==> config.mk <==
export PLATFORM = sky130hd
export DESIGN_NAME = uart_tx_arbiter
export DESIGN_NICKNAME = d
export VERILOG_FILES = /design/src/rtl/uart_tx_arbiter.sv
export SDC_FILE = /design/constraint.sdc
export NUM_CORES = 1
export LEC_CHECK = 0
export ABC_AREA = 1
export ABC_CLOCK_PERIOD_IN_PS = 3500
export BUFFER_PORTS_ARGS = -buffer_cell sky130_fd_sc_hd__buf_2
export CORE_UTILIZATION = 39
export CTS_BUF_LIST = sky130_fd_sc_hd__clkbuf_2
export DETAILED_ROUTE_END_ITERATION = 10
export PLACE_DENSITY = 0.68
export SYNTH_ARGS = -nofsm -noshare
export SYNTH_HDL_FRONTEND = slang
export SYNTH_SLANG_ARGS = --single-unit
==> constraint.sdc <==
create_clock -name clk -period 3.5 [get_ports clk]
set_input_delay 0.7 -clock clk [delete_from_list [all_inputs] [get_ports clk]]
set_output_delay 0.7 -clock clk [all_outputs]
set_load 0.02 [all_outputs]
==> src/rtl/uart_tx_arbiter.sv <==
// Round-robin arbiter that shares one UART transmitter byte port between
// N_REQ message sources. A grant is held for a whole message, and an idle
// gap of GAP_CYCLES clocks follows each message on the line.
module uart_tx_arbiter #(
   parameter int N_REQ      = 4,
   parameter int GAP_CYCLES = 16
) (
   input  logic               clk,
   input  logic               rst_n,
   input  logic [N_REQ-1:0]   in_valid,
   input  logic [8*N_REQ-1:0] in_data,
   input  logic [N_REQ-1:0]   in_last,
   output logic [N_REQ-1:0]   in_ready,
   output logic               tx_valid,
   output logic [7:0]         tx_data,
   input  logic               tx_ready,
   output logic [N_REQ-1:0]   grant,
   output logic               busy
);

   localparam int PTR_W = $clog2(N_REQ);
   // A zero-cycle gap still needs a 1-bit counter so the declaration is legal.
   localparam int CNT_W = (GAP_CYCLES > 0) ? $clog2(GAP_CYCLES + 1) : 1;

   typedef enum logic [1:0] {ST_IDLE, ST_SEND, ST_DRAIN, ST_GAP} state_t;

   state_t             state_q, state_d;
   logic [N_REQ-1:0]   grant_q, grant_d;
   logic [PTR_W-1:0]   gidx_q, gidx_d;      // binary index of the granted requester
   logic [PTR_W-1:0]   rr_ptr_q, rr_ptr_d;
   logic               tx_valid_q, tx_valid_d;
   logic [7:0]         tx_data_q, tx_data_d;
   logic [CNT_W-1:0]   gap_cnt_q, gap_cnt_d;

   logic [PTR_W-1:0]   cand_idx [N_REQ];
   logic               win_found;
   logic [PTR_W-1:0]   win_idx;
   logic               can_take;
   logic               accept;
   logic [7:0]         sel_data;
   logic               sel_last;

   // Candidate gi is the requester gi positions after rr_ptr, wrapped modulo N_REQ.
   for (genvar gi = 0; gi < N_REQ; gi++) begin : g_cand
      logic [PTR_W:0] sum;
      assign sum = {1'b0, rr_ptr_q} + (PTR_W+1)'(gi);
      assign cand_idx[gi] = (sum >= (PTR_W+1)'(N_REQ)) ? PTR_W'(sum - (PTR_W+1)'(N_REQ))
                                                        : sum[PTR_W-1:0];
   end

   // Winner = first valid candidate in round-robin order; highest offset scanned first so the lowest offset wins.
   always_comb begin
      win_found = 1'b0;
      win_idx   = '0;
      for (int k = N_REQ - 1; k >= 0; k--) begin
         if (in_valid[cand_idx[k]]) begin
            win_found = 1'b1;
            win_idx   = cand_idx[k];
         end
      end
   end

   // The output register can take a byte when empty or when it is being drained this cycle.
   assign can_take = !tx_valid_q || tx_ready;
   assign in_ready = (state_q == ST_SEND && can_take) ? grant_q : '0;
   assign accept   = |(in_valid & in_ready);
   assign sel_data = in_data[{gidx_q, 3'b000} +: 8];
   assign sel_last = in_last[gidx_q];

   // Next-state, grant, output register and gap counter logic.
   always_comb begin
      state_d    = state_q;
      grant_d    = grant_q;
      gidx_d     = gidx_q;
      rr_ptr_d   = rr_ptr_q;
      tx_valid_d = tx_valid_q;
      tx_data_d  = tx_data_q;
      gap_cnt_d  = gap_cnt_q;

      if (accept) begin
         tx_valid_d = 1'b1;
         tx_data_d  = sel_data;
      end else if (tx_ready) begin
         tx_valid_d = 1'b0;
      end

      case (state_q)
         ST_IDLE: begin
            if (win_found) begin
               grant_d = N_REQ'(1) << win_idx;
               gidx_d  = win_idx;
               state_d = ST_SEND;
            end
         end
         ST_SEND: begin
            if (accept && sel_last) begin
               grant_d  = '0;
               rr_ptr_d = (gidx_q == PTR_W'(N_REQ - 1)) ? '0 : gidx_q + 1'b1;
               state_d  = ST_DRAIN;
            end
         end
         ST_DRAIN: begin
            if (tx_valid_q && tx_ready) begin
               if (GAP_CYCLES == 0) begin
                  state_d = ST_IDLE;
               end else begin
                  gap_cnt_d = CNT_W'(GAP_CYCLES);
                  state_d   = ST_GAP;
               end
            end
         end
         default: begin
            gap_cnt_d = gap_cnt_q - 1'b1;
            if (gap_cnt_q == CNT_W'(1)) begin
               state_d = ST_IDLE;
            end
         end
      endcase
   end

   // State register with asynchronous active-low reset.
   always_ff @(posedge clk or negedge rst_n) begin
      if (!rst_n) begin
         state_q    <= ST_IDLE;
         grant_q    <= '0;
         gidx_q     <= '0;
         rr_ptr_q   <= '0;
         tx_valid_q <= 1'b0;
         tx_data_q  <= '0;
         gap_cnt_q  <= '0;
      end else begin
         state_q    <= state_d;
         grant_q    <= grant_d;
         gidx_q     <= gidx_d;
         rr_ptr_q   <= rr_ptr_d;
         tx_valid_q <= tx_valid_d;
         tx_data_q  <= tx_data_d;
         gap_cnt_q  <= gap_cnt_d;
      end
   end

   assign grant    = grant_q;
   assign tx_valid = tx_valid_q;
   assign tx_data  = tx_data_q;
   assign busy     = (state_q != ST_IDLE);

endmodule

Word-level counts from Yosys, hierarchy flattened
Index checks and enable logic that the tools add are counted.
{"block": "word_totals", "output_inout_bits": 18, "ff_bits": 24, "elab_cells": 89}
{"block": "op_classes", "order_cmp": 9, "n_reduce_logical": 17, "addsub": 9, "muxes": 36, "eq_ne": 7, "shift": 2, "bitwise": 2}
{"cell": "indexed part select 32 x 6 -> 8 bit", "count": 1}
{"cell": "two-way mux 2 bit", "count": 13}
{"cell": "< comparator 2 x 3 -> 1 bit, second input constant", "count": 5}
{"cell": "two-way mux 4 bit", "count": 3}
{"cell": "two-way mux 1 bit", "count": 11}
{"cell": "binary-select mux 1 bit (select 2 bit)", "count": 5}
{"cell": "one-hot mux 5 bit (2 select lines)", "count": 1}
{"cell": ">= comparator 3 bit, second input constant", "count": 3}
{"cell": "one-hot mux 4 bit (2 select lines)", "count": 1}
{"cell": "subtractor 2 x 1 -> 2 bit, second input constant", "count": 4}
{"cell": "adder 2 x 2 -> 3 bit, second input constant", "count": 2}
{"cell": "one-hot mux 2 bit (3 select lines)", "count": 1}
{"cell": "AND reduction 2 bit", "count": 3}
{"cell": "nonzero test 2 bit", "count": 3}
{"cell": "equality test 5 x 1 -> 1 bit, second input constant", "count": 1}
{"cell": "two-way mux 5 bit", "count": 1}
{"cell": "subtractor 5 x 1 -> 5 bit, second input constant", "count": 1}
{"cell": "bitwise AND 4 bit", "count": 1}
{"cell": "equality test 2 bit, second input constant", "count": 2}
{"cell": "!= test 2 bit, second input constant", "count": 2}
{"cell": "AND reduction 4 bit", "count": 1}
{"cell": "nonzero test 4 bit", "count": 1}
{"cell": "OR reduction 4 bit", "count": 1}
{"cell": "left shift 1 x 2 -> 4 bit, first input constant", "count": 1}
{"cell": "other kinds (12)", "count": 14}

Depth between registers and ports, before layout
Gate-level depths: netlist of the first run.
{"block": "depth", "word_depth": 12, "ltp_mapped": 13}

Least setup slack after synthesis of the first run
Ideal clock, no wire load.
{"block": "synth_timing", "path_type": "input-to-output", "from": "input port tx_ready", "to": "output port in_ready[0]", "arrival_ps": 1201, "setup_slack_ps": 1599, "path_buffers": 0, "cell_stages": 4, "cell_sequence": "inv_1 > nand2_2 > nand2_1 > nor2_1"}
{"block": "synth_between", "elab_chain_cells": 3}
{"item": "start: declaration", "line": "16", "text": "input logic tx_ready,"}
{"item": "logical OR 1 bit", "line": "64", "text": "assign can_take = !tx_valid_q || tx_ready;"}
{"item": "logical AND 1 bit", "line": "65", "text": "assign in_ready = (state_q == ST_SEND && can_take) ? grant_q : '0;"}
{"item": "two-way mux 4 bit", "line": "65"}
{"item": "end: declaration", "line": "13", "text": "output logic [N_REQ-1:0] in_ready,"}
No other way between the ends.

Final worst setup path of the first run
{"block": "layout_timing", "from": "register state_q[1]", "to": "output port in_ready[1]"}
{"block": "layout_between", "elab_chain_cells": 3}
{"item": "start: declaration", "line": "27", "text": "state_t state_q, state_d;"}
{"item": "start signal: assignment", "line": "132", "text": "state_q <= state_d;"}
{"item": "equality test 2 x 1 -> 1 bit", "line": "65"}
{"item": "logical AND 1 bit", "line": "65"}
{"item": "two-way mux 4 bit", "line": "65"}
No other way between the ends.

==> results of run 1 <==
## sequential cells by signal, summed over array words and instances, names as in the netlist
name	flops
rr_ptr_q	2
grant	4
gidx_q	2
gap_cnt_q	5
tx_valid	1
tx_data	8
state_q	2
## logic make-up (layout without fill, tap and decap cells)
logic type	after synthesis	in the layout	share of synthesized area, %
and+or+nand+nor	150	150	38.4
xor gates and xnor gates	1	1	0.489
buffers and inverters	38	96	9.99
AOI/OAI and AO/OA	40	40	12.7
adders and majority gates	7	7	4.89
DFF	24	24	33.5
## Yosys cell counts
| library cell | number |
|---|---|
| o31ai_1 | 1 |
| and2_4 | 2 |
| buf_2 | 3 |
| nand3_2 | 3 |
| nor2_2 | 4 |
| o21ai_0 | 21 |
| a21boi_4 | 1 |
| o21ai_1 | 7 |
| nor2_1 | 56 |
| a21oi_1 | 1 |
| buf_6 | 2 |
| nor2_4 | 1 |
| dfrtp_1 | 24 |
| nand2_1 | 55 |
| xnor2_1 | 1 |
| nor4_1 | 1 |
| o22ai_1 | 1 |
| inv_2 | 3 |
| clkbuf_1 | 1 |
| nor2_8 | 1 |
| nand4_1 | 4 |
| clkbuf_8 | 1 |
| a31oi_1 | 8 |
| ha_1 | 7 |
| inv_1 | 27 |
| nand3_1 | 11 |
| inv_8 | 1 |
| nand4_2 | 1 |
| nand2_2 | 11 |
## area by class of cell
class,count,area [um2],share of cell area (%)
Clock inverter,1,30.0,1.39
Inverter,31,124,5.75
Sequential cell,24,601,27.9
Clock buffer,3,15.0,0.697
Multi-Input combinational cell,198,1010,47.0
Tap cell,52,65.1,3.02
Timing Repair Buffer,61,308,14.3
## metal layers
layer | vias up | GRT usage [%] | part of all wire (%)
met5 | - | 0 | 0
met3 | 4 | 3.49 | 5.7
met4 | 0 | 4.00 | 0.83
li1 | 946 | - | -
met2 | 50 | 29.6 | 45
met1 | 776 | 24.3 | 48
## metrics by stage
stage          total power [mW]  std cells  area [um2]
2_1_floorplan              1.56        260        1790
3_3_place_gp               1.81        366        2110
3_5_place_dp               1.84        366        2110
4_1_cts                    2.03        370        2150
5_1_grt                    2.23        370        2150
6_report                   2.01        370        2150
## how the worst max path moves through the flow
stage,endpoint
after floorplan,in_ready[0]
after global placement,grant[2]
after detailed placement,grant[0]
after CTS,in_ready[0]
after global routing,in_ready[1]
final,in_ready[1]
## report_power, final
group | switching [mW] | internal (mW) | leakage (nW)
registers | 0.129 | 0.411 | 0.290
clock network | 0.0854 | 0.0984 | 0.0266
logic | 0.829 | 0.458 | 0.867
total | 1.04 | 0.967 | 1.18
## worst max-delay path, stage by stage (launching register included)
cell	delay [ns]
dfrtp_1	0.45
inv_1	0.10
ha_1	0.34
nand2_1	0.19
nor2_1	0.11
buf_2	0.17
==> flow_metrics.py, run 1 <==
metrics = {
    "final_layout": {
        "mostFrequentLayoutCell": "buf_2",
        "layout_common_cells": "60 x buf_2, 56 x nor2_1, 55 x nand2_1",
        "syn_to_final_growth_pct": 20.3,
        "fin_nets": 369,
        "antenna_cells": 0,
        "post-route-util_pct": 49.1,
        "drive_gt1_share_pct": 29.2,
        "fillers": 451,
    },
    "clocking": {
        "cts_root_buf": "clkbuf_2",
        "numCtsBuffers": 3,
        "post_cts_buffers": 0,
        "clk_pin_slew_ns": 0.24,
        "clock-sinks": 24,
        "clock_latency_ns": 0.34,
        "ctsResizeCount": 0,
        "h-tree-depth": 1,
        "cts_tree": "done",
        "ctsHoldBuffers": 0,
        "clockBufferDepth": 2,
    },
    "routing": {
        "routed_via_density": 4.80,
        "ant_nets": 0,
        "drt-total-wl_um": 4090,
        "vias": 1776,
        "drc": 0,
        "first_pass_iters": 4,
        "routedWlPerCell_um": 11.1,
        "drt_iter0_drc": 94,
    },
    "worst_setup_path": {
        "r2r_start": "state_q[1]",
        "reg2reg_to": "grant[2]",
        "r2r_setup_slack_ns": 1.48,
        "crit_path_end_kind": "output pin",
        "cp_max_fo": 9,
        "crit_required_ns": 2.80,
        "reg2regPathDepth": 9,
        "critPathArrivalTime_ns": 1.71,
        "start_kind": "flop",
        "crit_type": "flop to output pin",
        "crit_start": "state_q[1]",
    },
    "global_routing": {
        "grt_pass1_wl_um": 7180,
        "grt_max_degree": 25,
        "overflow": 0,
        "grt_pass1_vias": 1645,
        "grt_use_total_pct": 17.9,
        "grt_antenna_before_repair": 0,
    },
    "die": {
        "ios": 61,
        "die_height_um": 69.8,
        "die_w_um": 69.8,
        "design.core.area_um2": 4380,
        "die_area_um2": 4870,
        "initial_core_util_pct": 40.9,
        "rows": 24,
    },
    "timing": {
        "setup_ws_ns": 1.09,
        "fin_crit_sh_pct": 68.8,
        "relSlewSlack_pct": 65.0,
        "fmax_mhz": 415,
        "rsz0062_at_grt": "false",
        "finalSetupViolCount": 0,
        "tightest_slew_ns": 0.526,
        "setup_tns_ns": 0,
        "fin_crit_ns": 2.41,
        "skew_ns": 0.0157,
        "maxSlewViolCount": 0,
        "hold_ws_ns": 0.285,
        "hold_viol": 0,
    },
    "flow_run": {
        "drv_cap": 0,
    },
    "synth": {
        "synth_cell_types": 29,
        "synth_seq_area_share_pct": 33.5,
        "yosys_warnings": 0,
        "syn_inst": 260,
        "netlist_area_um2": 1790,
        "ys_ff_latch": 24,
        "ys_top_cells_by_area": "dfrtp_1 34%, nor2_1 12%, nand2_1 12%",
        "synthesis.nets": 310,
        "synth_top_area_cell": "dfrtp_1",
        "synthDominantCellAreaShare_pct": 33.5,
        "avgSynthCellArea_um2": 6.89,
    },
    "power_and_ir_drop": {
        "peakVddDrop_v": 0.000368,
        "p_leak_nw": 1.18,
        "p_per_area_nw_per_um2": 933,
    },
    "hold_path": {
        "hold_path.class": "input port to async pin",
    },
    "place": {
        "dp_slack_ns": 1.39,
        "gp_congestion": 0.843,
        "io_buffers": 60,
        "dp_hpwl_um": 3320,
    },
    "run_status": {
        "outcome": "finished clean",
    },
}
No activity file was read; power rests on OpenSTA's default activity.
==> inputs of run 2 (changes only) <==
==> config.mk (replaced) <==
export PLATFORM = sky130hd
export DESIGN_NAME = uart_tx_arbiter
export DESIGN_NICKNAME = d
export VERILOG_FILES = /design/src/rtl/uart_tx_arbiter.sv
export SDC_FILE = /design/constraint.sdc
export NUM_CORES = 1
export LEC_CHECK = 0
export ABC_AREA = 0
export ABC_CLOCK_PERIOD_IN_PS = 2500
export BUFFER_PORTS_ARGS = -buffer_cell sky130_fd_sc_hd__buf_2
export CORE_UTILIZATION = 39
export CTS_BUF_LIST = sky130_fd_sc_hd__clkbuf_2
export DETAILED_ROUTE_END_ITERATION = 10
export PLACE_DENSITY = 0.7
export SYNTH_ARGS = -nofsm -noshare
export SYNTH_HDL_FRONTEND = slang
export SYNTH_SLANG_ARGS = --single-unit
==> constraint.sdc (replaced) <==
create_clock -name clk -period 2.5 [get_ports clk]
set_input_delay 0.5 -clock clk [delete_from_list [all_inputs] [get_ports clk]]
set_output_delay 0.5 -clock clk [all_outputs]
set_load 0.02 [all_outputs]
==> flow_metrics.py, run 2 <==
metrics = {
    "run_status": {
        "outcome": "finished clean",
    },
    "final_layout": {
        "fin_nets": 244,
        "post-route-util_pct": 53.3,
        "drive_gt1_share_pct": 45.8,
        "layout_common_cells": "60 x buf_2, 24 x dfrtp_1, 13 x nand2_1",
        "fin_cells": 238,
        "syn_to_final_growth_pct": 25.7,
        "antenna_cells": 0,
        "mostFrequentLayoutCell": "buf_2",
        "fillers": 334,
        "largest_register_ffs": 8,
        "fin_area_um2": 1850,
    },
    "routing": {
        "drt-total-wl_um": 3410,
        "routedWlPerCell_um": 14.3,
        "drt_iter0_drc": 43,
        "drc": 0,
        "routed_via_density": 5.23,
        "vias": 1244,
        "first_pass_iters": 4,
        "ant_nets": 0,
    },
    "synth": {
        "yosys_warnings": 0,
        "syn_inst": 129,
        "synth_ff_type": "dfrtp_1",
        "synth-compound-area-share_pct": 14.7,
        "synthDominantCellAreaShare_pct": 40.9,
        "ys_top_cells_by_area": "dfrtp_1 41%, mux4_2 14%, mux2_2 6.9%",
        "synth_common_cells": "24 x dfrtp_1, 13 x nand2_1, 11 x inv_1",
        "synth_seq_area_share_pct": 40.9,
        "synth-edff-count": 0,
        "synth_xor_area_share_pct": 0,
        "netlist_area_um2": 1470,
        "synth-adder-area-share_pct": 5.96,
        "synthesis.nets": 179,
        "synth-async-reset-ratio_pct": 100,
        "avgSynthCellArea_um2": 11.4,
        "synth_top_area_cell": "dfrtp_1",
        "synth.most_common_cell": "dfrtp_1",
        "synth_top_family_by_area": "multiplexers",
        "synth_simple_gate_area_share_pct": 11.7,
        "ys_ff_latch": 24,
        "synthMuxAreaShare_pct": 22.8,
        "synth_cell_types": 33,
    },
    "die": {
        "ios": 61,
        "design.core.area_um2": 3470,
        "initial_core_util_pct": 42.4,
        "rows": 21,
        "die_w_um": 63.4,
        "die_height_um": 63.4,
        "die_area_um2": 4020,
    },
    "worst_setup_path": {
        "critPathArrivalTime_ns": 1.63,
        "r2r_start": "state_q[1]",
        "reg2reg_to": "state_q[1]",
        "r2r_setup_slack_ns": 0.41,
        "crit_type": "flop to output pin",
        "cp_max_fo": 10,
        "crit_path_end_kind": "output pin",
        "reg2regPathDepth": 7,
        "start_kind": "flop",
        "crit_required_ns": 2.00,
    },
    "timing": {
        "hold_viol": 0,
        "fin_crit_sh_pct": 85.2,
        "hold_ws_ns": 0.109,
        "fmax_mhz": 469,
        "maxSlewViolCount": 0,
        "rsz0062_at_grt": "false",
        "finalSetupViolCount": 0,
        "fin_crit_ns": 2.13,
        "relSlewSlack_pct": 64.6,
        "setup_ws_ns": 0.370,
        "setup_tns_ns": 0,
        "tightest_slew_ns": 0.531,
        "skew_ns": 0.00203,
    },
    "place": {
        "dpl_cell_area_um2": 1830,
        "dp.cells": 235,
        "gp_congestion": 0.790,
        "dp_slack_ns": 0.426,
        "io_buffers": 60,
        "dp_hpwl_um": 2740,
    },
    "global_routing": {
        "grt_use_total_pct": 17.2,
        "grt_pass1_vias": 1186,
        "grt_max_degree": 25,
        "grt_pass1_wl_um": 5440,
        "overflow": 0,
        "grt_antenna_before_repair": 0,
    },
    "clocking": {
        "clk_pin_slew_ns": 0.21,
        "clock_latency_ns": 0.33,
        "cts_root_buf": "clkbuf_2",
        "numCtsBuffers": 3,
        "post_cts_buffers": 0,
        "clock-sinks": 24,
        "h-tree-depth": 1,
        "cts_tree": "done",
        "ctsResizeCount": 0,
        "clockBufferDepth": 2,
        "ctsHoldBuffers": 0,
    },
    "power_and_ir_drop": {
        "peakVddDrop_v": 0.000490,
        "finalPower_mw": 2.20,
        "p_per_area_nw_per_um2": 1190,
        "p_leak_nw": 0.929,
    },
    "hold_path": {
        "hold_path.class": "input port to async pin",
    },
    "flow_run": {
        "drv_cap": 0,
    },
}
run 2: changes by cell type after synthesis, sizes merged, moves of 10 or more:
cell	delta
nor2	-56
nand2	-53
inv	-20
o21ai	-18
nand3	-14
mux2	+10
run 2: how the worst max path moves through the flow:
| stage | depth (start not counted) | from | slack [ns] | end |
|---|---|---|---|---|
| 2_1_floorplan | 8 | state_q[1] | 0.63 | state_q[1] |
| 4_1_cts | 4 | state_q[1] | 0.32 | in_ready[1] |
| 6_report | 4 | state_q[1] | 0.37 | in_ready[1] |
| 3_5_place_dp | 7 | state_q[1] | 0.43 | state_q[1] |
| 5_1_grt | 4 | state_q[1] | 0.18 | in_ready[3] |
| 3_3_place_gp | 7 | state_q[1] | 0.57 | state_q[1] |
run 2: cell type report:
cell class                      count  area, um2  area share, %
Sequential cell                    24        601           32.5
Timing Repair Buffer               63        323           17.5
Clock buffer                        3       15.0          0.812
Inverter                           11       41.3           2.23
Tap cell                           46       57.6           3.11
Multi-Input combinational cell     91        811           43.9
run 2: per-layer routing:
metal	part of all wire [%]	wire (um)	global-route usage [%]	vias up
li1	-	-	-	603
met1	38	1300	20.3	608
met2	56	1910	31.9	31
met3	5.4	183	3.99	2
met4	0.62	21	2.56	0
met5	0	0	0	-
run 2: critical path, stage by stage (launching register included):
cell	delay [ns]
dfrtp_1	0.46
inv_1	0.10
ha_1	0.36
and3_1	0.22
buf_2	0.16
run 2: power breakdown:
group | internal [mW] | switching, mW | total (mW)
clock network | 0.0327 | 0.109 | 0.142
logic | 0.596 | 0.710 | 1.31
registers | 0.583 | 0.168 | 0.751
run 2: cell families (layout without fill, tap and decap cells):
group | count (synthesis) | after routing
adders and majority gates | 7 | 7
buffers and inverters | 14 | 77
DFF | 24 | 24
AOI/OAI and AO/OA | 29 | 29
and+or+nand+nor | 34 | 34
muxes | 21 | 21
